**src/rtl/fetch_reader.sv**
```systemverilog
// Instruction-fetch reader: issues byte reads over req/ack, buffers {byte, address}
// pairs in a prefetch FIFO for the decoder, and flushes everything stale on a load.
module fetch_reader #(
   parameter int DEPTH = 4
) (
   input  logic        clk,
   input  logic        rst,
   input  logic        load,
   input  logic [15:0] load_addr,
   output logic        mem_req,
   output logic [15:0] mem_addr,
   input  logic        mem_ack,
   input  logic [7:0]  mem_rdata,
   output logic        instr_valid,
   output logic [7:0]  instr_data,
   output logic [15:0] instr_pc,
   input  logic        instr_ready
);

   localparam int PW = (DEPTH > 1) ? $clog2(DEPTH) : 1;
   localparam logic [PW:0] FULL = (PW+1)'(DEPTH);

   typedef enum logic [1:0] {IDLE, REQ, DISCARD} state_t;

   state_t          state;
   logic [15:0]     fetch_ptr;
   logic [7:0]      fifo_data [DEPTH];
   logic [15:0]     fifo_pc   [DEPTH];
   logic [PW-1:0]   rd_ptr;
   logic [PW-1:0]   wr_ptr;
   logic [PW:0]     count;

   logic            push;
   logic            pop;
   logic [PW:0]     count_after;

   // A load overrides both the push of an acked byte and a decoder pop.
   always_comb begin
      push        = (state == REQ) && mem_ack && !load;
      pop         = (count != '0) && instr_ready && !load;
      count_after = count + (PW+1)'(push) - (PW+1)'(pop);
   end

   assign instr_valid = (count != '0);
   assign instr_data  = fifo_data[rd_ptr];
   assign instr_pc    = fifo_pc[rd_ptr];

   always_ff @(posedge clk or posedge rst) begin
      if (rst) begin
         state     <= IDLE;
         mem_req   <= 1'b0;
         mem_addr  <= 16'h0000;
         fetch_ptr <= 16'h0000;
         rd_ptr    <= '0;
         wr_ptr    <= '0;
         count     <= '0;
         for (int i = 0; i < DEPTH; i++) begin
            fifo_data[i] <= 8'h00;
            fifo_pc[i]   <= 16'h0000;
         end
      end else if (load) begin
         rd_ptr    <= wr_ptr;
         count     <= '0;
         fetch_ptr <= load_addr;
         // An unacked request must stay on the bus; it is retired in DISCARD instead.
         if (state == IDLE || mem_ack) begin
            state    <= REQ;
            mem_req  <= 1'b1;
            mem_addr <= load_addr;
         end else begin
            state <= DISCARD;
         end
      end else begin
         if (push) begin
            fifo_data[wr_ptr] <= mem_rdata;
            fifo_pc[wr_ptr]   <= mem_addr;
            wr_ptr            <= wr_ptr + 1'b1;
         end
         if (pop) begin
            rd_ptr <= rd_ptr + 1'b1;
         end
         count <= count_after;

         case (state)
            IDLE: begin
               if (count < FULL) begin
                  state    <= REQ;
                  mem_req  <= 1'b1;
                  mem_addr <= fetch_ptr;
               end
            end
            REQ: begin
               if (mem_ack) begin
                  fetch_ptr <= mem_addr + 16'd1;
                  // Keep requesting only if the next byte is guaranteed a slot.
                  if (count_after < FULL) begin
                     mem_addr <= mem_addr + 16'd1;
                  end else begin
                     state   <= IDLE;
                     mem_req <= 1'b0;
                  end
               end
            end
            DISCARD: begin
               if (mem_ack) begin
                  state    <= REQ;
                  mem_addr <= fetch_ptr;
               end
            end
            default: begin
               state   <= IDLE;
               mem_req <= 1'b0;
            end
         endcase
      end
   end

endmodule

```
**config.mk**
```make
export PLATFORM = sky130hd
export DESIGN_NAME = fetch_reader
export DESIGN_NICKNAME = d
export VERILOG_FILES = /design/src/rtl/fetch_reader.sv
export SDC_FILE = /design/constraint.sdc
export NUM_CORES = 1
export LEC_CHECK = 0
export BUFFER_PORTS_ARGS = -buffer_cell sky130_fd_sc_hd__buf_2
export CAP_MARGIN = 20
export CORE_AREA = 2 2 199 123
export DETAILED_ROUTE_END_ITERATION = 6
export DIE_AREA = 0 0 201 125
export PLACE_DENSITY = 0.58
export SYNTH_ARGS = -nofsm -noshare
export SYNTH_HDL_FRONTEND = slang
export SYNTH_SLANG_ARGS = --single-unit
```
**constraint.sdc**
```tcl
create_clock -name clk -period 5.3 [get_ports clk]
set_clock_uncertainty 0.2 [all_clocks]
set_input_delay 0.265 -clock clk [delete_from_list [all_inputs] [get_ports clk]]
set_output_delay 0.265 -clock clk [all_outputs]
set_load 0.01 [all_outputs]
```
==> out/qor_table.md <==
| Parameter | Reported |
|---|---|
| Top achievable clock speed | 0.2373 GHz |
| Area taken by multi-input logic gates | 0.003105 mm^2 |
| Cells resized by post-CTS repair | 0 |
| Y dimension of the die | 125 um |
| Share of total power in the clock network | 0.239 |
| Post-DR vias/cell | 4.738 |
| Count of fill cells added during filler insertion | 2344 |
| Placer Congestion | 0.7500 |
| Count of flip-flops with a built-in enable after synthesis | 0 |
| Number of instances in the placed design | 906 |
| Number of max-capacitance violations reported | 0 |
| Boundary Pins | 71 |
| Pwr dens | 589.9 mW/mm^2 |
| Startpoint type of the worst setup path | register |
| Tot GR Track Use | 0.1413 |
| HP Class | in -> reg |
| Leakage | 3.645 nW |
| Final Setup Violations | 0 |
| DRC marker count from the first detailed-route iteration | 303 |
| Area occupied by registers | 0.003456 mm^2 |
| Area grow syn2layout | 19.96% |
| CP Data Arrival Time | 4.28 ns |
| CTS tree | yes |
| Headroom to the max-slew limit | 0.2605 |
| Sum of negative setup slack | 0 ns |
| Final std cells w/o fill | 964 |
| Buffer cell driving the clock tree root | sky130_fd_sc_hd__clkbuf_16 |
| Type of the worst setup path | reg -> reg |
| Share of synthesized area occupied by flip-flops and latches | 0.5036 |
| Maximum number of pins on one net before global-route repair | 88 |
| Deepest level of the CTS H-tree | 4 |
| First-pass DRT Iterations | 7 |
| Placeable core region | 0.02351 mm^2 |
| Number of pins exceeding their max-slew limit in the final report | 0 |
| Worst vdd rail ir drop | 0.2661 mV |
| Count of nets after finishing | 666 |
| Setup repair after global routing missed its margin | no |
| Actual slew at the worst max-slew pin | 1.105 ns |
| Mapped Cells | 561 |
| Die outline area | 0.02513 mm^2 |
| Count of antenna-violating nets left after detailed routing | 0 |
| Final hold violation count | 0 |
| Flop and latch count out of synthesis | 138 |
| Clk buf depth | 2 |
| Number of clock sinks seen by CTS | 138 |
| Status | completed |
| Via count | 4567 |
| Port Buf Inserts | 70 |
| Worst hold-check slack | 0.07814 ns |
| Endpoint class of the critical path | register |
| Critical path fanouts, max | 32 |
| Detailed-placement wirelength estimate | 10430 um |
| Final worst setup slack | 1.086 ns |
| Leading cell types in the layout, fill and taps excluded | sky130_fd_sc_hd__dfrtp_1, sky130_fd_sc_hd__mux2_2, sky130_fd_sc_hd__buf_2 |
| Number of nets produced by synthesis | 598 |
| Number of clock buffers inserted by TritonCTS | 17 |
| Critical Path RT | 5.36 ns |
| Wire length of the first global-routing pass | 27410 um |
| Share of cells above drive strength 1 | 0.3816 |
| Switching portion of total power | 0.3584 |
| Worst skew pair latency | 0.41 ns |
| Commonest non-fill, non-tap cell in the layout | sky130_fd_sc_hd__dfrtp_1 |
| Detailed-route wire length | 16630 um |
| Reg clk slew, reported paths | 0.06 ns |
| Fraction of registers with async set/reset | 1.000 |
| Initial Utilization | 0.2917 |
| Antenna violations before repair | 0 |
| Cell-internal power | 3.113 mW |
| Post-layout min period | 4.214 ns |
| Net switching component of the power | 1.739 mW |
| Final worst-path cycle share | 0.7951 |
| Setup slack at placement | 1.126 ns |
| Syn Area/Cell | 12.22 um^2 |
| Total global routing overflow | 0 |
| Number of global-route vias before repair | 4683 |
| Top_reg_cell synth | sky130_fd_sc_hd__dfrtp_1 |
| Combinational share of power | 0.355 |
| Sequential group share of total power | 0.407 |
| Number of warnings issued by yosys | 0 |
| Post-synthesis instance area | 0.006857 mm^2 |
| Average wire per cell in the routed design | 17.25 um |
| Number of placement rows | 44 |
| X dimension of the die | 201 um |
| Number of inserted diodes | 0 |
| DRC violations left | 0 |
| Number of distinct standard cells referenced by the synthesized netlist | 53 |
-- routing by layer --
layer | wire [um] | global-route usage
met1 | 8813 | 0.2155
met2 | 7069 | 0.1991
met3 | 684 | 0.03676
met4 | 61 | 0.03137
met5 | 0 | 0
-- Yosys cell counts (3+ instances only) --
library cell,instances,area [um^2]
sky130_fd_sc_hd__nor3_1,5,25.02
sky130_fd_sc_hd__xnor2_1,8,70.07
sky130_fd_sc_hd__buf_4,5,37.54
sky130_fd_sc_hd__clkbuf_1,10,37.54
sky130_fd_sc_hd__ha_1,7,87.58
sky130_fd_sc_hd__inv_1,13,48.80
sky130_fd_sc_hd__nand3_1,7,35.03
sky130_fd_sc_hd__a21oi_1,16,80.08
sky130_fd_sc_hd__nor4_2,3,37.54
sky130_fd_sc_hd__xor2_1,10,87.58
sky130_fd_sc_hd__mux4_2,24,540.5
sky130_fd_sc_hd__a22o_1,3,26.28
sky130_fd_sc_hd__nand2_2,5,31.28
sky130_fd_sc_hd__nand2_1,26,97.59
sky130_fd_sc_hd__nor2_1,45,168.9
sky130_fd_sc_hd__nor2b_1,3,18.77
sky130_fd_sc_hd__dfrtp_1,138,3453
sky130_fd_sc_hd__mux2_2,97,1092
sky130_fd_sc_hd__o21ai_0,49,245.2
sky130_fd_sc_hd__o21ai_1,6,30.03
sky130_fd_sc_hd__buf_2,33,165.2
sky130_fd_sc_hd__a222oi_1,6,60.06
-- worst max-delay path: stages (launching register included) --
cell and delay (ns):
sky130_fd_sc_hd__dfrtp_1 0.58, sky130_fd_sc_hd__nor2b_4 0.39, sky130_fd_sc_hd__nand2_4 0.21, sky130_fd_sc_hd__nor2_8 0.20, sky130_fd_sc_hd__inv_1 0.06, sky130_fd_sc_hd__ha_1 0.28
sky130_fd_sc_hd__inv_1 0.06, sky130_fd_sc_hd__ha_1 0.14, sky130_fd_sc_hd__inv_1 0.05, sky130_fd_sc_hd__fa_1 0.38, sky130_fd_sc_hd__xnor2_1 0.40, sky130_fd_sc_hd__o311a_1 0.24
sky130_fd_sc_hd__nand3_2 0.43, sky130_fd_sc_hd__o21ai_0 0.31, sky130_fd_sc_hd__o21ai_0 0.12
-- final cells by class --
class	instances	area share
Timing Repair Buffer	99	0.07697
Tap cell	322	0.04898
Multi-Input combinational cell	360	0.3775
Clock buffer	18	0.05339
Clock inverter	14	0.01643
Inverter	13	0.006541
Sequential cell	138	0.4201
-- timing repair --
action	CTS	global route
endpoints found under the setup margin	0	0
hold endpoints to repair	139	0
buffers inserted	0	0
hold buffers	26	0
-- worst paths after layout --
kind	start	endpoint	slack, ns	depth (start not counted)
max in group asynchronous	rst	rd_ptr[0]$_DFFE_PP0P_	3.41	4
hold reg to reg	fifo_data[9]$_DFFE_PP0P_	fifo_data[9]$_DFFE_PP0P_	0.30	1
setup / recovery	state[0]$_DFFE_PP0P_	mem_addr[13]$_DFFE_PP0P_	1.09	14
setup reg to reg	state[0]$_DFFE_PP0P_	mem_addr[13]$_DFFE_PP0P_	1.09	14
hold / removal	instr_ready	rd_ptr[1]$_DFFE_PP0P_	0.08	4
min in group asynchronous	rst	mem_req$_DFFE_PP0P_	0.32	3
-- sequential cells by signal (all words and copies together), names as in the netlist --
name / flops
state: 2
mem_addr: 16
wr_ptr: 2
fetch_ptr: 16
rd_ptr: 2
mem_req: 1
fifo_data: 32
fifo_pc: 64
count: 3
-- logic make-up after synthesis --
| kind of cell | Yosys count | synth area share |
|---|---|---|
| flops | 138 | 0.5036 |
| mux | 123 | 0.2411 |
| simple gates | 114 | 0.08868 |
| compound gates | 97 | 0.08450 |
| buf+inv | 63 | 0.04343 |
| xor+xnor | 18 | 0.02299 |
| fa+ha+maj | 8 | 0.01569 |
-- per-stage QoR --
| step | utilization | total power [mW] | cell area, um^2 |
|---|---|---|---|
| floorplan | - | 3.171 | 6857 |
| global placement | 0.3144 | 3.699 | 7391 |
| detailed placement | 0.3144 | 3.730 | 7391 |
| CTS | 0.3499 | 4.923 | 8225 |
| global route | 0.3499 | 5.203 | 8225 |
| finish | 0.3499 | 4.852 | 8225 |
-- power by group through the flow --
stage | sequential [mW] | clock [mW] | combinational, mW
2_1_floorplan | 1.73 | 0 | 1.44
3_3_place_gp | 1.98 | 0 | 1.71
3_5_place_dp | 1.99 | 0 | 1.74
4_1_cts | 1.97 | 1.19 | 1.76
5_1_grt | 2.05 | 1.24 | 1.91
6_report | 1.97 | 1.16 | 1.72
No activity file was read; power rests on OpenSTA's default activity.
